--- src/rtl/display_pkg.sv ---
// ============================================================================
//  display_pkg
//  Shared constants for the 8-digit common-anode 7-segment display driver.
//  Revision: 1.0
// ============================================================================
`default_nettype none

package display_pkg;

    localparam logic [7:0] SEG_BLANK = 8'hFF;
    localparam logic [7:0] AN_OFF    = 8'hFF;

    // Active-low {dp,g,f,e,d,c,b,a} patterns for hex digits 0..F, dp off.
    localparam logic [7:0] HEX_SEG [16] = '{
        8'hC0, 8'hF9, 8'hA4, 8'hB0, 8'h99, 8'h92, 8'h82, 8'hF8,
        8'h80, 8'h90, 8'h88, 8'h83, 8'hC6, 8'hA1, 8'h86, 8'h8E
    };

endpackage

`default_nettype wire

--- src/rtl/hex7seg_decode.sv ---
// ============================================================================
//  hex7seg_decode
//  Combinational 4-bit nibble to active-low segment pattern, dp forced off.
//  Revision: 1.0
// ============================================================================
`default_nettype none

module hex7seg_decode
    import display_pkg::*;
(
    input  logic [3:0] nibble,
    output logic [7:0] seg
);

    logic [7:0] pattern;

    assign pattern = HEX_SEG[nibble];
    assign seg     = {1'b1, pattern[6:0]};

endmodule

`default_nettype wire

--- src/rtl/seg7_x16.sv ---
// ============================================================================
//  seg7_x16
//  Time-multiplexed 8-digit 7-segment driver: hex or raw segment mode.
//  Revision: 1.0
// ============================================================================
`default_nettype none

module seg7_x16
    import display_pkg::*;
#(
    parameter int DIV_BITS = 15
) (
    input  logic        clk,
    input  logic        rstn,
    input  logic        disp_mode,
    input  logic [31:0] i_data,
    output logic [7:0]  disp_seg_o,
    output logic [7:0]  disp_an_o
);

    logic [31:0]         i_data_q;
    logic                mode_q;
    logic [DIV_BITS-1:0] div_cnt;
    logic [2:0]          scan_idx;

    logic [3:0] nibble;
    logic [7:0] raw_byte;
    logic [7:0] hex_seg;
    logic [7:0] seg_next;
    logic [7:0] an_next;

    assign nibble   = i_data_q[{scan_idx, 2'b00} +: 4];
    assign raw_byte = i_data_q[{scan_idx[1:0], 3'b000} +: 8];

    hex7seg_decode u_decode (
        .nibble (nibble),
        .seg    (hex_seg)
    );

    // Raw mode only has four bytes of data; the upper four digits stay blank.
    always_comb begin
        seg_next = hex_seg;
        if (mode_q) begin
            seg_next = scan_idx[2] ? SEG_BLANK : raw_byte;
        end
        an_next = ~(8'b1 << scan_idx);
    end

    always_ff @(posedge clk or negedge rstn) begin
        if (!rstn) begin
            i_data_q   <= '0;
            mode_q     <= 1'b0;
            div_cnt    <= '0;
            scan_idx   <= '0;
            disp_seg_o <= SEG_BLANK;
            disp_an_o  <= AN_OFF;
        end else begin
            i_data_q   <= i_data;
            mode_q     <= disp_mode;
            div_cnt    <= div_cnt + 1'b1;
            if (&div_cnt) begin
                scan_idx <= scan_idx + 3'd1;
            end
            // Anode and segments share one register stage so they never disagree.
            disp_seg_o <= seg_next;
            disp_an_o  <= an_next;
        end
    end

endmodule

`default_nettype wire

--- config.mk ---
export PLATFORM = sky130hd
export DESIGN_NAME = seg7_x16
export DESIGN_NICKNAME = d
export VERILOG_FILES = /design/src/rtl/display_pkg.sv /design/src/rtl/hex7seg_decode.sv /design/src/rtl/seg7_x16.sv
export SDC_FILE = /design/constraint.sdc
export NUM_CORES = 1
export LEC_CHECK = 0
export ABC_AREA = 1
export CAP_MARGIN = 15
export CORE_MARGIN = 2
export CORE_UTILIZATION = 45
export CTS_BUF_LIST = sky130_fd_sc_hd__clkbuf_4
export DETAILED_ROUTE_END_ITERATION = 16
export GPL_TIMING_DRIVEN = 0
export PLACE_DENSITY = 0.77
export SYNTH_ARGS = -nofsm -noshare
export SYNTH_HDL_FRONTEND = slang
export SYNTH_SLANG_ARGS = --single-unit
--- constraint.sdc ---
create_clock -name clk -period 2.65 [get_ports clk]
set_input_delay 0.53 -clock clk [delete_from_list [all_inputs] [get_ports clk]]
set_output_delay 0.53 -clock clk [all_outputs]
set_load 0.1 [all_outputs]
==> results of run 1 <==
timing repair:
action / 4_1_cts / 5_1_grt
endpoints found under the setup margin: 0 / 2
gates resized for setup: 0 / 2
setup buffers: 0 / 0
state kept, by name (all words and copies together) (netlist names):
signal	cells
disp_an_o	8
disp_seg_o	8
div_cnt	15
i_data_q	32
mode_q	1
scan_idx	3
worst reg2reg max path: stages, from the launching register on:
cell      delay, ns
dfrtp_1        0.42
buf_2          0.19
inv_2          0.13
buf_2          0.27
nand3_1        0.12
nand2_1        0.17
inv_1          0.14
ha_1           0.27
nand3b_1       0.20
nand3_1        0.11
nand2_1        0.07
nand2_1        0.05
nand2_1        0.05
where the power goes:
group	total [mW]	internal, mW	switching [mW]	leakage (nW)
Combinational	0.247	0.0909	0.156	0.919
Sequential	1.08	1.07	0.0159	0.790
Clock	0.623	0.299	0.324	0.0734
Total	1.95	1.46	0.497	1.78
per-stage QoR:
step	area, um2	TNS (ns)	power (mW)
floorplan	3060	0	1.24
global placement	3660	-51.59	1.34
detailed placement	3680	0	1.35
CTS	3800	0	1.98
global route	3810	0	2.04
finish	3810	0	1.95
placed cells by master (no fill, tap or decap), types with 3 or more instances in the layout:
cell type and count:
nand2_2 8, inv_1 17, ha_1 13, a21oi_1 13, nand2_1 90, xnor2_1 4
clkdlybuf4s50_1 47, dfstp_2 16, o21ai_0 3, clkinv_1 4, nor2_1 12, buf_2 5
dfrtp_1 51, o31ai_1 5, buf_6 4, clkbuf_4 11, nand3_2 6, nand3_1 35
xor2_1 9
per-layer routing:
layer  track usage [%]  share of wire [%]
met2              25.4                 44
met5                 0                  0
met1              24.1                 47
met3              4.38                6.9
met4              10.8                2.4
layout make-up:
class                   count  area [um2]
multi-input cells         213        1200
fillers                   585        2870
repair buffers             51         520
well taps                  80         100
inverters                  21        81.3
clock inverters             5        46.3
flip-flops and latches     67        1700
clock buffers              11        82.6
plain buffers              11        83.8
kinds of logic (layout without fill, tap and decap cells):
logic type / after synthesis / count (layout) / synth area share (%)
AOI/OAI and AO/OA: 25 / 25 / 4.82
DFF: 67 / 67 / 55.4
muxes: 1 / 1 / 0.490
adders and majority gates: 13 / 13 / 5.31
xor gates and xnor gates: 13 / 13 / 3.72
and+or+nand+nor: 161 / 161 / 24.8
buffers and inverters: 32 / 99 / 5.40
final timing paths:
check,to,start,cells past startpoint,slack (ns)
max reg2reg,disp_seg_o[0],scan_idx[1],12,0.39
min,i_data_q[25],rstn,1,0.18
max in group asynchronous,disp_an_o[3],rstn,2,1.79
min in group clk,div_cnt[0],div_cnt[0],1,0.46
min reg2reg,div_cnt[0],div_cnt[0],1,0.46
max,disp_seg_o[7],disp_seg_o[7],1,0.06
==> flow_summary.yaml, run 1 <==
sta:
  grt_setup_unrepaired: "no"
  fin_ws_ns: 0.0631
  tightest_slew_ns: 0.971
  hold_viol_final: 0
  fmax_ghz: 0.387
  slew_headroom_pct: 35.1
  fin_crit_ns: 2.59
  holdWs_ns: 0.175
  min_period_over_period_pct: 97.6
  setup_violations: 0
  clock_skew_ns: 0.0158
  maxSlewViolCount: 0
drt:
  dr.pass1.iters: 5
  first_iter_violations: 198
  drcViolationCount: 0
  ant_nets: 0
  avgRoutedWirePerCell_um: 12.7
  viasPerCell: 5.03
  wirelength_um: 5810
  num_vias: 2307
worst_setup_path:
  slowest_stage: "clkdlybuf4s50_1"
  critPathKind: "register to output port"
  crit_path_cell_trace: "clkdlybuf4s50_1"
  path_buf_inv: 1
  worstSetupStartpointType: "register"
  max_stage_delay_ns: 1.12
  critPathMaxFanout: 1
  critPathArrivalTime_ns: 2.06
  critPathTopFamily: "buffers and inverters"
  cp.required_ns: 2.12
  end_kind: "output port"
layout:
  area_growth_pct: 24.5
  final_cells: 459
  antenna_cells: 0
  fin_util_pct: 57.0
  nNetsFinal: 422
  drive_gt1_share_pct: 17.7
yosys:
  synthTopCellsByArea: "dfrtp_1 (42%), dfstp_2 (14%), nand2_1 (11%)"
  synth_area_um2: 3060
  yosysWarnings: 0
  synth.largest_area_cell: "dfrtp_1"
  async_flop_share_pct: 100
  syn_inst: 312
  netlist-cell-type-count: 34
  avgSynthCellArea_um2: 9.81
  synth_flop_cell: "dfrtp_1"
  synth.net_count: 360
  synth-seq-cells: 67
  yosysTopAreaCellShare_pct: 41.7
  yosysMostFrequentCell: "nand2_1"
  yosysSeqAreaShare_pct: 55.4
  netlist_top_cells_count: "nand2_1 (90), dfrtp_1 (51), nand3_1 (35)"
  synth_edf_count: 0
place:
  post-place-ws_ns: 0.462
  port_buffers: 50
  hpwl_um: 4360
  dp.cells: 443
  gp_congestion: 0.838
pwr:
  max-vdd-ir-drop_uv: 293
  p_leak_nw: 1.78
  p_per_area_nw_per_um2: 512
status:
  outcome: "complete, no violations"
clock_network:
  numCtsBuffers: 9
  htree_levels: 3
  clockBufferDepth: 2
  cts.sink_count: 67
  clock_latency_ns: 0.41
  path_clk_slew_ns: 0.11
  clock-root-buffer: "clkbuf_4"
  holdBufCountCts: 0
  cts_tree: "yes"
global_routing:
  grt_overflow_total: 0
  grt_pass1_vias: 2302
  grt_first_pass_wirelength_um: 10200
  grt_usage_pct: 17.7
  antenna_found_initial: 0
  grt_max_degree: 36
floorplanning:
  dieArea_um2: 7480
  ioPinCount: 51
  dieHeight_um: 86.5
  start_util_pct: 45.8
  design.core.area_um2: 6680
  rows: 30
  die_w_um: 86.5
worst_hold_path:
  hold_class: "input port to asynchronous set/reset pin"
job:
  cap_violations: 0
Note: power is estimated with default switching activity, not from simulation.
==> run 2: changes to the inputs <==
--- a/config.mk
+++ b/config.mk
@@ -8,11 +8,12 @@
 export ABC_AREA = 1
 export CAP_MARGIN = 15
 export CORE_MARGIN = 2
-export CORE_UTILIZATION = 45
+export CORE_UTILIZATION = 55
 export CTS_BUF_LIST = sky130_fd_sc_hd__clkbuf_4
 export DETAILED_ROUTE_END_ITERATION = 16
 export GPL_TIMING_DRIVEN = 0
-export PLACE_DENSITY = 0.77
+export PLACE_DENSITY = 0.9
+export SKIP_LAST_GASP = 1
 export SYNTH_ARGS = -nofsm -noshare
 export SYNTH_HDL_FRONTEND = slang
 export SYNTH_SLANG_ARGS = --single-unit
==> run 2 against run 1 <==
Net effect: wire length rose by 1.2%; largest cell class unchanged; hold slack got worse by 0.044 ns; die area fell by 17%; critical endpoint is now disp_an_o[6].
==> flow_summary.yaml, run 2 (synthesized netlist as in run 1, its figures left out) <==
layout:
  area_growth_pct: 24.0
  regMostFlops: "i_data_q"
  largest_reg_flops: 32
  top_regs: "i_data_q (32), div_cnt (15)"
  final_cells: 450
  antenna_cells: 0
  final_cell_mix: "nand2_1 (90), dfrtp_1 (51), clkdlybuf4s50_1 (49), nand3_1 (35), inv_1 (17)"
  nFillCells: 409
  drive_gt1_share_pct: 18.3
  nNetsFinal: 422
  final_common_cell: "nand2_1"
floorplanning:
  rows: 27
  ioPinCount: 51
  design.core.area_um2: 5440
  dieHeight_um: 78.6
  start_util_pct: 56.3
  die_w_um: 78.6
  dieArea_um2: 6180
sta:
  grt_setup_unrepaired: "no"
  fmax_ghz: 0.389
  maxSlewViolCount: 0
  tns_ns: 0
  setup_violations: 0
  fin_crit_ns: 2.57
  min_period_over_period_pct: 97.0
  slew_headroom_pct: 34.7
  clock_skew_ns: 0.00946
  tightest_slew_ns: 0.977
  hold_viol_final: 0
pwr:
  p_per_area_nw_per_um2: 516
  p_leak_nw: 1.79
  max-vdd-ir-drop_uv: 468
worst_setup_path:
  max_stage_delay_ns: 1.13
  end_kind: "output port"
  crit_path_cell_trace: "clkdlybuf4s50_1"
  critPathKind: "register to output port"
  path_buf_inv: 1
  cp.required_ns: 2.12
  reg2regPathDepth: 12
  critPathArrivalTime_ns: 2.04
  worstSetupStartpointType: "register"
  crit_cells: 1
  critPathMaxFanout: 1
  critPathTopFamily: "buffers and inverters"
  slowest_stage: "clkdlybuf4s50_1"
job:
  cap_violations: 0
global_routing:
  antenna_found_initial: 0
  grt_pass1_vias: 2268
  grt_overflow_total: 0
  grt_max_degree: 41
  grt_first_pass_wirelength_um: 10000
  grt_usage_pct: 20.9
drt:
  num_vias: 2317
  ant_nets: 0
  wirelength_um: 5880
  first_iter_violations: 344
  avgRoutedWirePerCell_um: 13.1
  drcViolationCount: 0
  dr.pass1.iters: 5
  viasPerCell: 5.15
clock_network:
  holdBufCountCts: 0
  htree_levels: 3
  numCtsBuffers: 9
  cts_resized: 0
  cts_setup_buffers: 0
  cts.sink_count: 67
  clock_latency_ns: 0.39
  clockBufferDepth: 2
  cts_tree: "yes"
  clock-root-buffer: "clkbuf_4"
  path_clk_slew_ns: 0.10
place:
  port_buffers: 50
  hpwl_um: 4390
  dp.cells: 435
  gp_congestion: 0.885
status:
  outcome: "complete, no violations"
worst_hold_path:
  hold_class: "input port to asynchronous set/reset pin"
## run 2: report_power, final
part / total [mW] / switching (mW) / internal, mW
Clock: 0.631 / 0.318 / 0.312
Combinational: 0.249 / 0.158 / 0.0910
Sequential: 1.08 / 0.0153 / 1.07
## run 2: area by class of cell
type | count | area [um2] | area share (%)
plain buffers | 11 | 83.8 | 2.21
clock buffers | 12 | 90.1 | 2.37
clock inverters | 3 | 40.0 | 1.05
inverters | 21 | 81.3 | 2.14
multi-input cells | 213 | 1200 | 31.6
flip-flops and latches | 67 | 1700 | 44.7
well taps | 72 | 90.1 | 2.37
repair buffers | 51 | 515 | 13.6
## run 2: routing by layer
layer / track usage, % / share of wire (%) / up-vias
met1: 29.3 / 43 / 1076
met4: 8.60 / 2.2 / 0
li1: - / - / 1122
met5: 0 / 0 / -
met3: 4.83 / 7.1 / 12
met2: 31.6 / 48 / 107
## run 2: path summary, 6_finish.rpt
check | startpoint | slack, ns | end
hold / removal | rstn | 0.13 | div_cnt[5]
min in group clk | div_cnt[0] | 0.48 | div_cnt[0]
setup / recovery | disp_an_o[6] | 0.08 | disp_an_o[6]
max in group asynchronous | rstn | 1.83 | disp_seg_o[7]
setup reg to reg | scan_idx[1] | 0.39 | disp_seg_o[0]
hold reg to reg | div_cnt[0] | 0.48 | div_cnt[0]
## run 2: stage by stage
| stage | util [%] | power [mW] | hold WS (ns) | setup WS [ns] | area, um2 |
|---|---|---|---|---|---|
| 6_report | 69.8 | 1.96 | 0.132 | 0.0787 | 3800 |
| 5_1_grt | 69.8 | 2.04 | 0.160 | 0.0206 | 3800 |
| 4_1_cts | 69.8 | 1.98 | 0.137 | 0.0556 | 3800 |
| 3_5_place_dp | 67.4 | 1.35 | 0.469 | 0.461 | 3670 |
| 3_3_place_gp | 67.1 | 1.34 | 0.436 | -0.837 | 3650 |
| 2_1_floorplan | - | 1.24 | 0.234 | 0.821 | 3060 |
==> run 3: changes to the inputs <==
--- a/config.mk
+++ b/config.mk
@@ -7,13 +7,16 @@
 export LEC_CHECK = 0
 export ABC_AREA = 1
 export CAP_MARGIN = 15
+export CELL_PAD_IN_SITES_DETAIL_PLACEMENT = 1
+export CELL_PAD_IN_SITES_GLOBAL_PLACEMENT = 1
 export CORE_MARGIN = 2
-export CORE_UTILIZATION = 55
+export CORE_UTILIZATION = 42
 export CTS_BUF_LIST = sky130_fd_sc_hd__clkbuf_4
 export DETAILED_ROUTE_END_ITERATION = 16
 export GPL_TIMING_DRIVEN = 0
-export PLACE_DENSITY = 0.9
+export PLACE_DENSITY = 0.91
 export SKIP_LAST_GASP = 1
 export SYNTH_ARGS = -nofsm -noshare
 export SYNTH_HDL_FRONTEND = slang
+export SYNTH_HIERARCHICAL = 1
 export SYNTH_SLANG_ARGS = --single-unit
==> run 3 against run 2 <==
Net effect: design area is 6.1% higher; power up 8.7%; clock power grew 23%; fmax is 1.0% lower; critical path type unchanged; clock skew increased by 0.0017 ns; largest cell class unchanged; core utilization fell by 15 points; synthesized cell count increased by 18%; count of clock-buffer cells in the layout down 1; hold slack lost 0.058 ns; sequential cell count did not move; sequential share of layout area down 2.6 points.
==> flow_summary.yaml, run 3 <==
pwr:
  p_leak_nw: 2.01
  p_per_area_nw_per_um2: 529
  max-vdd-ir-drop_uv: 270
worst_setup_path:
  max_stage_delay_ns: 1.12
  worstSetupStartpointType: "register"
  critPathArrivalTime_ns: 2.07
  critPathKind: "register to output port"
  critPathMaxFanout: 1
  crit_path_cell_trace: "clkdlybuf4s50_1"
  path_buf_inv: 1
  slowest_stage: "clkdlybuf4s50_1"
  r2r_slack_ns: 0.27
  critPathTopFamily: "buffers and inverters"
  cp.required_ns: 2.12
  end_kind: "output port"
clock_network:
  cts_setup_buffers: 0
  cts.sink_count: 67
  cts_resized: 0
  clock-root-buffer: "clkbuf_4"
  clock_latency_ns: 0.42
  clockBufferDepth: 2
  holdBufCountCts: 0
  cts_tree: "yes"
  numCtsBuffers: 9
  htree_levels: 3
  path_clk_slew_ns: 0.11
layout:
  antenna_cells: 0
  fin_util_pct: 54.9
  final_common_cell: "nand2_1"
  largest_reg_flops: 32
  final_cell_mix: "nand2_1 (151), nand3_1 (51), dfrtp_1 (51), clkdlybuf4s50_1 (38), inv_1 (27)"
  area_growth_pct: 25.9
  drive_gt1_share_pct: 15.9
  regMostFlops: "i_data_q"
  nFillCells: 845
  top_regs: "i_data_q (32), div_cnt (15)"
  nNetsFinal: 478
global_routing:
  grt_usage_pct: 21.8
  grt_max_degree: 45
  antenna_found_initial: 0
  grt_overflow_total: 0
  grt_first_pass_wirelength_um: 14100
  grt_pass1_vias: 2863
sta:
  fmax_ghz: 0.385
  slew_headroom_pct: 34.9
  tightest_slew_ns: 0.975
  setup_violations: 0
  clock_skew_ns: 0.0111
  hold_viol_final: 0
  maxSlewViolCount: 0
  min_period_over_period_pct: 98.1
  tns_ns: 0
  fin_crit_ns: 2.60
  grt_setup_unrepaired: "no"
  holdWs_ns: 0.0736
floorplanning:
  dieArea_um2: 8330
  rows: 31
  dieHeight_um: 91.3
  design.core.area_um2: 7330
  start_util_pct: 43.6
  ioPinCount: 51
  die_w_um: 91.3
drt:
  ant_nets: 0
  viasPerCell: 5.05
  avgRoutedWirePerCell_um: 15.6
  drcViolationCount: 0
  num_vias: 2693
  dr.pass1.iters: 4
  first_iter_violations: 141
  wirelength_um: 8340
yosys:
  yosysWarnings: 6
  async_flop_share_pct: 100
  synth.largest_area_cell: "dfrtp_1"
  synth_flop_cell: "dfrtp_1"
  synth-seq-cells: 67
  synth_area_um2: 3200
  synth.net_count: 416
  netlist_top_cells_count: "nand2_1 (151), dfrtp_1 (51), nand3_1 (51)"
  syn_inst: 367
  yosysSeqAreaShare_pct: 53.0
  avgSynthCellArea_um2: 8.72
  synthTopCellsByArea: "dfrtp_1 (40%), nand2_1 (18%), dfstp_2 (13%)"
  synth_edf_count: 0
  yosysTopAreaCellShare_pct: 39.9
  yosysMostFrequentCell: "nand2_1"
  netlist-cell-type-count: 27
place:
  hpwl_um: 6060
  port_buffers: 50
  gp_congestion: 0.867
worst_hold_path:
  hold_class: "input port to asynchronous set/reset pin"
job:
  cap_violations: 0
status:
  outcome: "complete, no violations"
==> run 3: cell count changes after synthesis, moves of 5 or more <==
cell,previous run,this run
nor2_1,12,5
nand2_2,8,2
o31ai_1,5,0
a21oi_1,13,0
xor2_1,9,4
inv_1,17,27
nand2_1,90,151
or2_2,0,8
nand3_1,35,51
==> run 3: path summary, 6_finish.rpt <==
path,start,end,cells after the start
worst max-delay path,disp_an_o[0],disp_an_o[0],1
worst min-delay path,rstn,div_cnt[3],1
worst max register to register,scan_idx[0],disp_seg_o[3],15
worst min register to register,div_cnt[0],div_cnt[0],1
max in group asynchronous,rstn,disp_seg_o[2],2
min in group clk,div_cnt[0],div_cnt[0],1
==> run 3: layout make-up <==
cell class,count,area (um2),area share (%)
clock buffers,11,82.6,2.05
repair buffers,51,543,13.5
inverters,32,125,3.11
well taps,99,124,3.08
flip-flops and latches,67,1700,42.1
clock inverters,5,77.6,1.93
plain buffers,12,103,2.55
multi-input cells,256,1270,31.7
==> run 3: layer usage <==
| metal | GRT usage (%) | share of wire (%) |
|---|---|---|
| met1 | 27.1 | 43 |
| met2 | 36.5 | 50 |
| met3 | 4.81 | 4.9 |
| met4 | 9.85 | 2.7 |
| met5 | 0 | 0 |
==> run 3: logic make-up (layout without fill, tap and decap cells) <==
| kind of cell | Yosys count | count (layout) | synth area share [%] |
|---|---|---|---|
| fa+ha+maj | 14 | 14 | 5.48 |
| xor+xnor | 7 | 7 | 1.92 |
| other cells | 1 | 1 | 0.117 |
| buf+inv | 44 | 111 | 7.12 |
| flops | 67 | 67 | 53.0 |
| simple gates | 231 | 231 | 31.8 |
| compound gates | 3 | 3 | 0.586 |
==> run 3: metrics by stage <==
step | area (um2) | worst slack (ns) | cells | power, mW
after floorplan | 3200 | 0.648 | 367 | 1.26
after global placement | 3820 | -0.940 | 516 | 1.36
after detailed placement | 3840 | 0.318 | 517 | 1.38
after CTS | 4000 | 0.00245 | 533 | 2.15
after global routing | 4030 | 0.000827 | 533 | 2.22
final | 4030 | 0.0514 | 533 | 2.13
==> run 3: power by group <==
part / total (mW) / internal [mW] / leakage (nW) / switching, mW
Sequential: 1.08 / 1.07 / 0.790 / 0.0177
Combinational: 0.271 / 0.0990 / 1.13 / 0.172
Clock: 0.774 / 0.401 / 0.0885 / 0.373
Total: 2.13 / 1.57 / 2.01 / 0.563
